`src/rtl/uart_rx.sv`:
```
// UART receiver: 8x-prescaled bit timing, LSB-first, AXI-Stream style output with overrun and frame error pulses.
// Define UART_RX_SYNC_EN to put a 2-flop synchroniser on rxd (adds 2 cycles to every latency).
module uart_rx #(
    parameter int DATA_WIDTH = 8
) (
    input  logic                  clk,
    input  logic                  rst,
    output logic [DATA_WIDTH-1:0] m_axis_tdata,
    output logic                  m_axis_tvalid,
    input  logic                  m_axis_tready,
    input  logic                  rxd,
    output logic                  busy,
    output logic                  overrun_error,
    output logic                  frame_error,
    input  logic [15:0]           prescale
);

    localparam int CW = 19;
    localparam int BW = (DATA_WIDTH > 1) ? $clog2(DATA_WIDTH) : 1;

    // state          | meaning
    // IDLE           | line idle, waiting for a low sample
    // RECEIVE_START  | half-bit wait, then confirm the start bit
    // RECEIVE_DATA   | sampling payload bits at mid-bit
    // RECEIVE_STOP   | sampling the stop bit
    // WAIT_HIGH      | after a bad stop bit, wait for the line to return high
    typedef enum logic [3:0] {
        IDLE          = 4'b0000,
        RECEIVE_START = 4'b0001,
        RECEIVE_DATA  = 4'b0010,
        RECEIVE_STOP  = 4'b0100,
        WAIT_HIGH     = 4'b1000
    } state_t;

    logic rxd_s;

`ifdef UART_RX_SYNC_EN
    logic [1:0] sync_q;
    always_ff @(posedge clk) begin
        if (!rst) sync_q <= 2'b11;
        else      sync_q <= {sync_q[0], rxd};
    end
    assign rxd_s = sync_q[1];
`else
    assign rxd_s = rxd;
`endif

    state_t                state_q;
    logic [CW-1:0]         cnt_q;
    logic [CW-1:0]         t_q;
    logic [DATA_WIDTH-1:0] shift_q;
    logic [BW-1:0]         bit_q;
    logic                  armed_q;
    logic [DATA_WIDTH-1:0] tdata_q;
    logic                  tvalid_q;
    logic                  overrun_q;
    logic                  frame_q;

    logic [15:0]   presc_eff;
    logic [CW-1:0] t_live;
    logic [CW-1:0] half_live;

    assign presc_eff = (prescale == 16'd0) ? 16'd1 : prescale;
    assign t_live    = {presc_eff, 3'b000};
    assign half_live = {1'b0, presc_eff, 2'b00} - CW'(1);

    // armed_q blocks a start until the line has been seen high, so a reset
    // in the middle of a low bit cannot be mistaken for a new start edge.
    always_ff @(posedge clk) begin
        if (!rst) begin
            state_q   <= IDLE;
            cnt_q     <= '0;
            t_q       <= '0;
            shift_q   <= '0;
            bit_q     <= '0;
            armed_q   <= 1'b0;
            tdata_q   <= '0;
            tvalid_q  <= 1'b0;
            overrun_q <= 1'b0;
            frame_q   <= 1'b0;
        end else begin
            overrun_q <= 1'b0;
            frame_q   <= 1'b0;
            if (rxd_s) armed_q <= 1'b1;
            if (tvalid_q && m_axis_tready) tvalid_q <= 1'b0;

            case (state_q)
                IDLE: begin
                    if (!rxd_s && armed_q) begin
                        state_q <= RECEIVE_START;
                        cnt_q   <= half_live;
                        t_q     <= t_live;
                    end
                end
                RECEIVE_START: begin
                    if (cnt_q != '0) begin
                        cnt_q <= cnt_q - CW'(1);
                    end else if (rxd_s) begin
                        state_q <= IDLE;
                    end else begin
                        state_q <= RECEIVE_DATA;
                        cnt_q   <= t_q - CW'(1);
                        bit_q   <= '0;
                    end
                end
                RECEIVE_DATA: begin
                    if (cnt_q != '0) begin
                        cnt_q <= cnt_q - CW'(1);
                    end else begin
                        shift_q <= (shift_q >> 1) | (DATA_WIDTH'(rxd_s) << (DATA_WIDTH - 1));
                        cnt_q   <= t_q - CW'(1);
                        if (bit_q == BW'(DATA_WIDTH - 1)) state_q <= RECEIVE_STOP;
                        else                             bit_q   <= bit_q + BW'(1);
                    end
                end
                RECEIVE_STOP: begin
                    if (cnt_q != '0) begin
                        cnt_q <= cnt_q - CW'(1);
                    end else if (rxd_s) begin
                        state_q <= IDLE;
                        // A handshake this cycle frees the slot, so the new byte wins.
                        if (tvalid_q && !m_axis_tready) begin
                            overrun_q <= 1'b1;
                        end else begin
                            tdata_q  <= shift_q;
                            tvalid_q <= 1'b1;
                        end
                    end else begin
                        frame_q <= 1'b1;
                        state_q <= WAIT_HIGH;
                    end
                end
                WAIT_HIGH: begin
                    if (rxd_s) state_q <= IDLE;
                end
                default: state_q <= IDLE;
            endcase
        end
    end

    assign busy          = (state_q != IDLE);
    assign m_axis_tdata  = tdata_q;
    assign m_axis_tvalid = tvalid_q;
    assign overrun_error = overrun_q;
    assign frame_error   = frame_q;

endmodule

```
`config.mk`:
```
export PLATFORM = sky130hd
export DESIGN_NAME = uart_rx
export DESIGN_NICKNAME = d
export VERILOG_FILES = /design/src/rtl/uart_rx.sv
export SDC_FILE = /design/constraint.sdc
export NUM_CORES = 1
export LEC_CHECK = 0
export CORE_MARGIN = 2
export CORE_UTILIZATION = 35
export DETAILED_ROUTE_END_ITERATION = 7
export PLACE_DENSITY_LB_ADDON = 0.2
export SYNTH_ARGS = -nofsm -noshare
export SYNTH_HDL_FRONTEND = slang
export SYNTH_SLANG_ARGS = --single-unit
```
`constraint.sdc`:
```
create_clock -name clk -period 5.8 [get_ports clk]
set_input_delay 0.87 -clock clk [delete_from_list [all_inputs] [get_ports clk]]
set_output_delay 0.87 -clock clk [all_outputs]
set_load 0.005 [all_outputs]
```
==> results_dict.tcl <==
set metrics [dict create \
    dp.cells 616 \
    ys_seq_area_share_pct 34.0 \
    hold_path.startpoint "m_axis_tdata[1]" \
    wl_per_cell_um 15.4 \
    synth_warnings 0 \
    port_buffers 31 \
    dpl_worst_slack_ns 2.12 \
    syn_area_um2 3650 \
    power_density_nw_per_um2 286 \
    grt-ovfl-total 0 \
    crit_fanout 7 \
    switching_share_pct 33.2 \
    critical_path_cell_count 10 \
    min_path_type "reg2reg" \
    synthTopCellsByArea "dfxtp_1 (34%), nand2_1 (7.0%), o21ai_0 (5.2%), xnor2_1 (5.0%), a21oi_1 (4.4%)" \
    syn_area_per_cell_um2 7.72 \
    place_area_um2 4050 \
    cpLargestDelayFamily "simple AND/OR/NAND/NOR gates" \
    rsz0062_at_grt "false" \
    clk_pin_slew_ns 0.09 \
    cp-start-kind "input pin" \
    synth_edf_count 0 \
    syn_nets 499 \
    dieArea_um2 11300 \
    pwr-share-seq_pct 39.0 \
    nNetsFinal 517 \
    num_io_pins 32 \
    r2r_slack_ns 3.23 \
    path_buf_inv 1 \
    cts_tree "done" \
    rr_endpoint "m_axis_tdata[7]" \
    synth_commonest_cells "nand2_1 (68), dfxtp_1 (62), o21ai_0 (38)" \
    vias 3534 \
    r2r_start "cnt_q[10]" \
    crit_required_ns 6.05 \
    cp-end-kind "flip-flop" \
    vias_per_cell 5.59 \
    h-tree-depth 3 \
    place_congestion 0.868 \
    synth.top_cell.area_share_pct 34.0 \
    irDropWorstVdd_uv 122 \
    final_area_um2 4270 \
    holdPathStages 2 \
    layout-drive-gt1-share_pct 7.26 \
    hpwl_um 6930 \
    rows 37 \
    area_growth_syn_to_layout_pct 17.0 \
    cts_resized 0 \
    finalSetupViolCount 0 \
    p_int_w 0.000817 \
    ys_seq_elements 62 \
    p_leak_nw 1.44 \
    worst_ep_arrival_time_ns 3.59 \
    drv_cap 0 \
    cp_slowest_stage_delay_ns 0.60 \
    clockPowerShare_pct 36.3 \
    grt_max_degree 46 \
    finClkSkew_ns 0.0167 \
    final_cells 632 \
    synth_ff_type "dfxtp_1" \
    netlist_instances 473 \
    tightest_slew_ns 1.02 \
    root_buffer "clkbuf_8" \
    hold_viol 0 \
    die_height_um 106 \
    ant_nets 0 \
    cts-hold-fix-buffers 0 \
    cpMostUsedCell "nor4_1" \
    status "completed" \
    initial_core_util_pct 35.7 \
    ys_types 59 \
    max-slew-margin-rel_pct 32.2 \
    firstDrtPassIters 5 \
    finalCritPeriodShare_pct 57.5 \
    slew_viol_final 0 \
    drc 0 \
    critPathSlowestCell "clkdlybuf4s50_1" \
    antenna_found_initial 0 \
    dieWidth_um 106 \
    p_sw_w 0.000407 \
    r2r_cells 6 \
    yosysMostFrequentCell "nand2_1" \
    grt_usage_pct 17.8 \
    cts_buffers 9 \
    yosysTopAreaCell "dfxtp_1" \
    setup.worst_path.class "in2reg" \
    async_flop_share_pct 0 \
    grt_pass1_vias 3172 \
    combPwrFrac_pct 24.7 \
    cts.sinks 62 \
    min_to "m_axis_tdata[1]" \
    finalCriticalPeriod_ns 3.33 \
    clk_latency_ns 0.35 \
    max_freq_ghz 0.300 \
    cts_buffer_depth 2 \
    crit_path_cell_trace "clkdlybuf4s50_1 > nor4_1 > a41oi_1 > ha_1 > nor3b_1 > nand2_1 > nor4_1 > xnor2_1 > o22ai_1 > a22o_1" \
    setup-tns-final_ns 0 \
    post_cts_buffers 0 \
    setup_ws_ns 2.47 \
    first_iter_violations 228 \
    utilization_pct 41.8 \
    grt_pass1_wl_um 16100 \
    routed_wl_um 9720 \
    diodes 0 \
    core-area_um2 10200 \
]
[per-stage QoR]
| step | power, W | hold slack, ns |
|---|---|---|
| global placement | 0.000784 | 0.445 |
| detailed placement | 0.000784 | 0.453 |
| global route | 0.00129 | 0.493 |
| finish | 0.00122 | 0.460 |
| CTS | 0.00123 | 0.465 |
| floorplan | 0.000705 | 0.432 |
[layout by cell type (no fill, tap or decap), drive strengths merged, types with 11 or more instances in the layout]
cell	count
o22ai	11
dfxtp	62
nor3	12
xnor2	21
o21ai	38
a21oi	32
inv	13
nor2	36
mux2i	11
nand2	69
nor4	24
clkdlybuf4s50	31
nand3	23
[worst max path at each step]
stage            startpoint        end  slack, ns
3_3_place_gp   prescale[12]  cnt_q[14]       2.26
6_report        prescale[8]  cnt_q[16]       2.47
5_1_grt        prescale[12]  cnt_q[10]       2.30
2_1_floorplan   prescale[9]  cnt_q[14]       3.06
3_5_place_dp    prescale[9]  cnt_q[14]       2.12
4_1_cts         prescale[8]  cnt_q[16]       2.49
[state kept, by name (all words and copies together), names as in the netlist]
name           flops
frame_error        1
t_q               16
m_axis_tvalid      1
armed_q            1
cnt_q             19
m_axis_tdata       8
state_q            4
shift_q            8
overrun_error      1
bit_q              3
[worst register-to-register path: cells and delay by family, from the launching register on]
kind | cells | cell delay [ns]
AOI/OAI and AO/OA | 1 | 0.10
DFF | 1 | 0.38
and+or+nand+nor | 5 | 2.03
[power groups by stage]
stage,Clock (W),Combinational [W],Sequential (W)
floorplan,0,0.000230,0.000475
global placement,0,0.000298,0.000486
detailed placement,0,0.000298,0.000487
CTS,0.000454,0.000300,0.000477
global route,0.000471,0.000333,0.000481
finish,0.000445,0.000302,0.000478
[metal layers]
layer	vias to the layer above	GRT usage, %	share of wire [%]
li1	1772	-	-
met1	1646	25.4	49
met2	101	26.6	44
met3	15	3.62	5.4
met4	0	5.73	1.5
met5	-	0	0
[cell families after synthesis]
family	after synthesis	share of synthesized area [%]
flip-flops	62	34.0
adder cells (fa/ha/maj)	6	2.06
AO/OA/AOI/OAI	116	19.2
buffers and inverters	38	4.39
XOR/XNOR	29	6.95
AND/OR/NAND/NOR	210	30.1
multiplexers	12	3.32
[area by class of cell]
type	count	area (um^2)
Timing Repair Buffer	35	340
Clock buffer	9	124
Tap cell	136	170
Clock inverter	7	103
Sequential cell	62	1240
Multi-Input combinational cell	373	2260
Fill cell	1049	5960
Inverter	10	37.5
No activity file was read; power rests on OpenSTA's default activity.
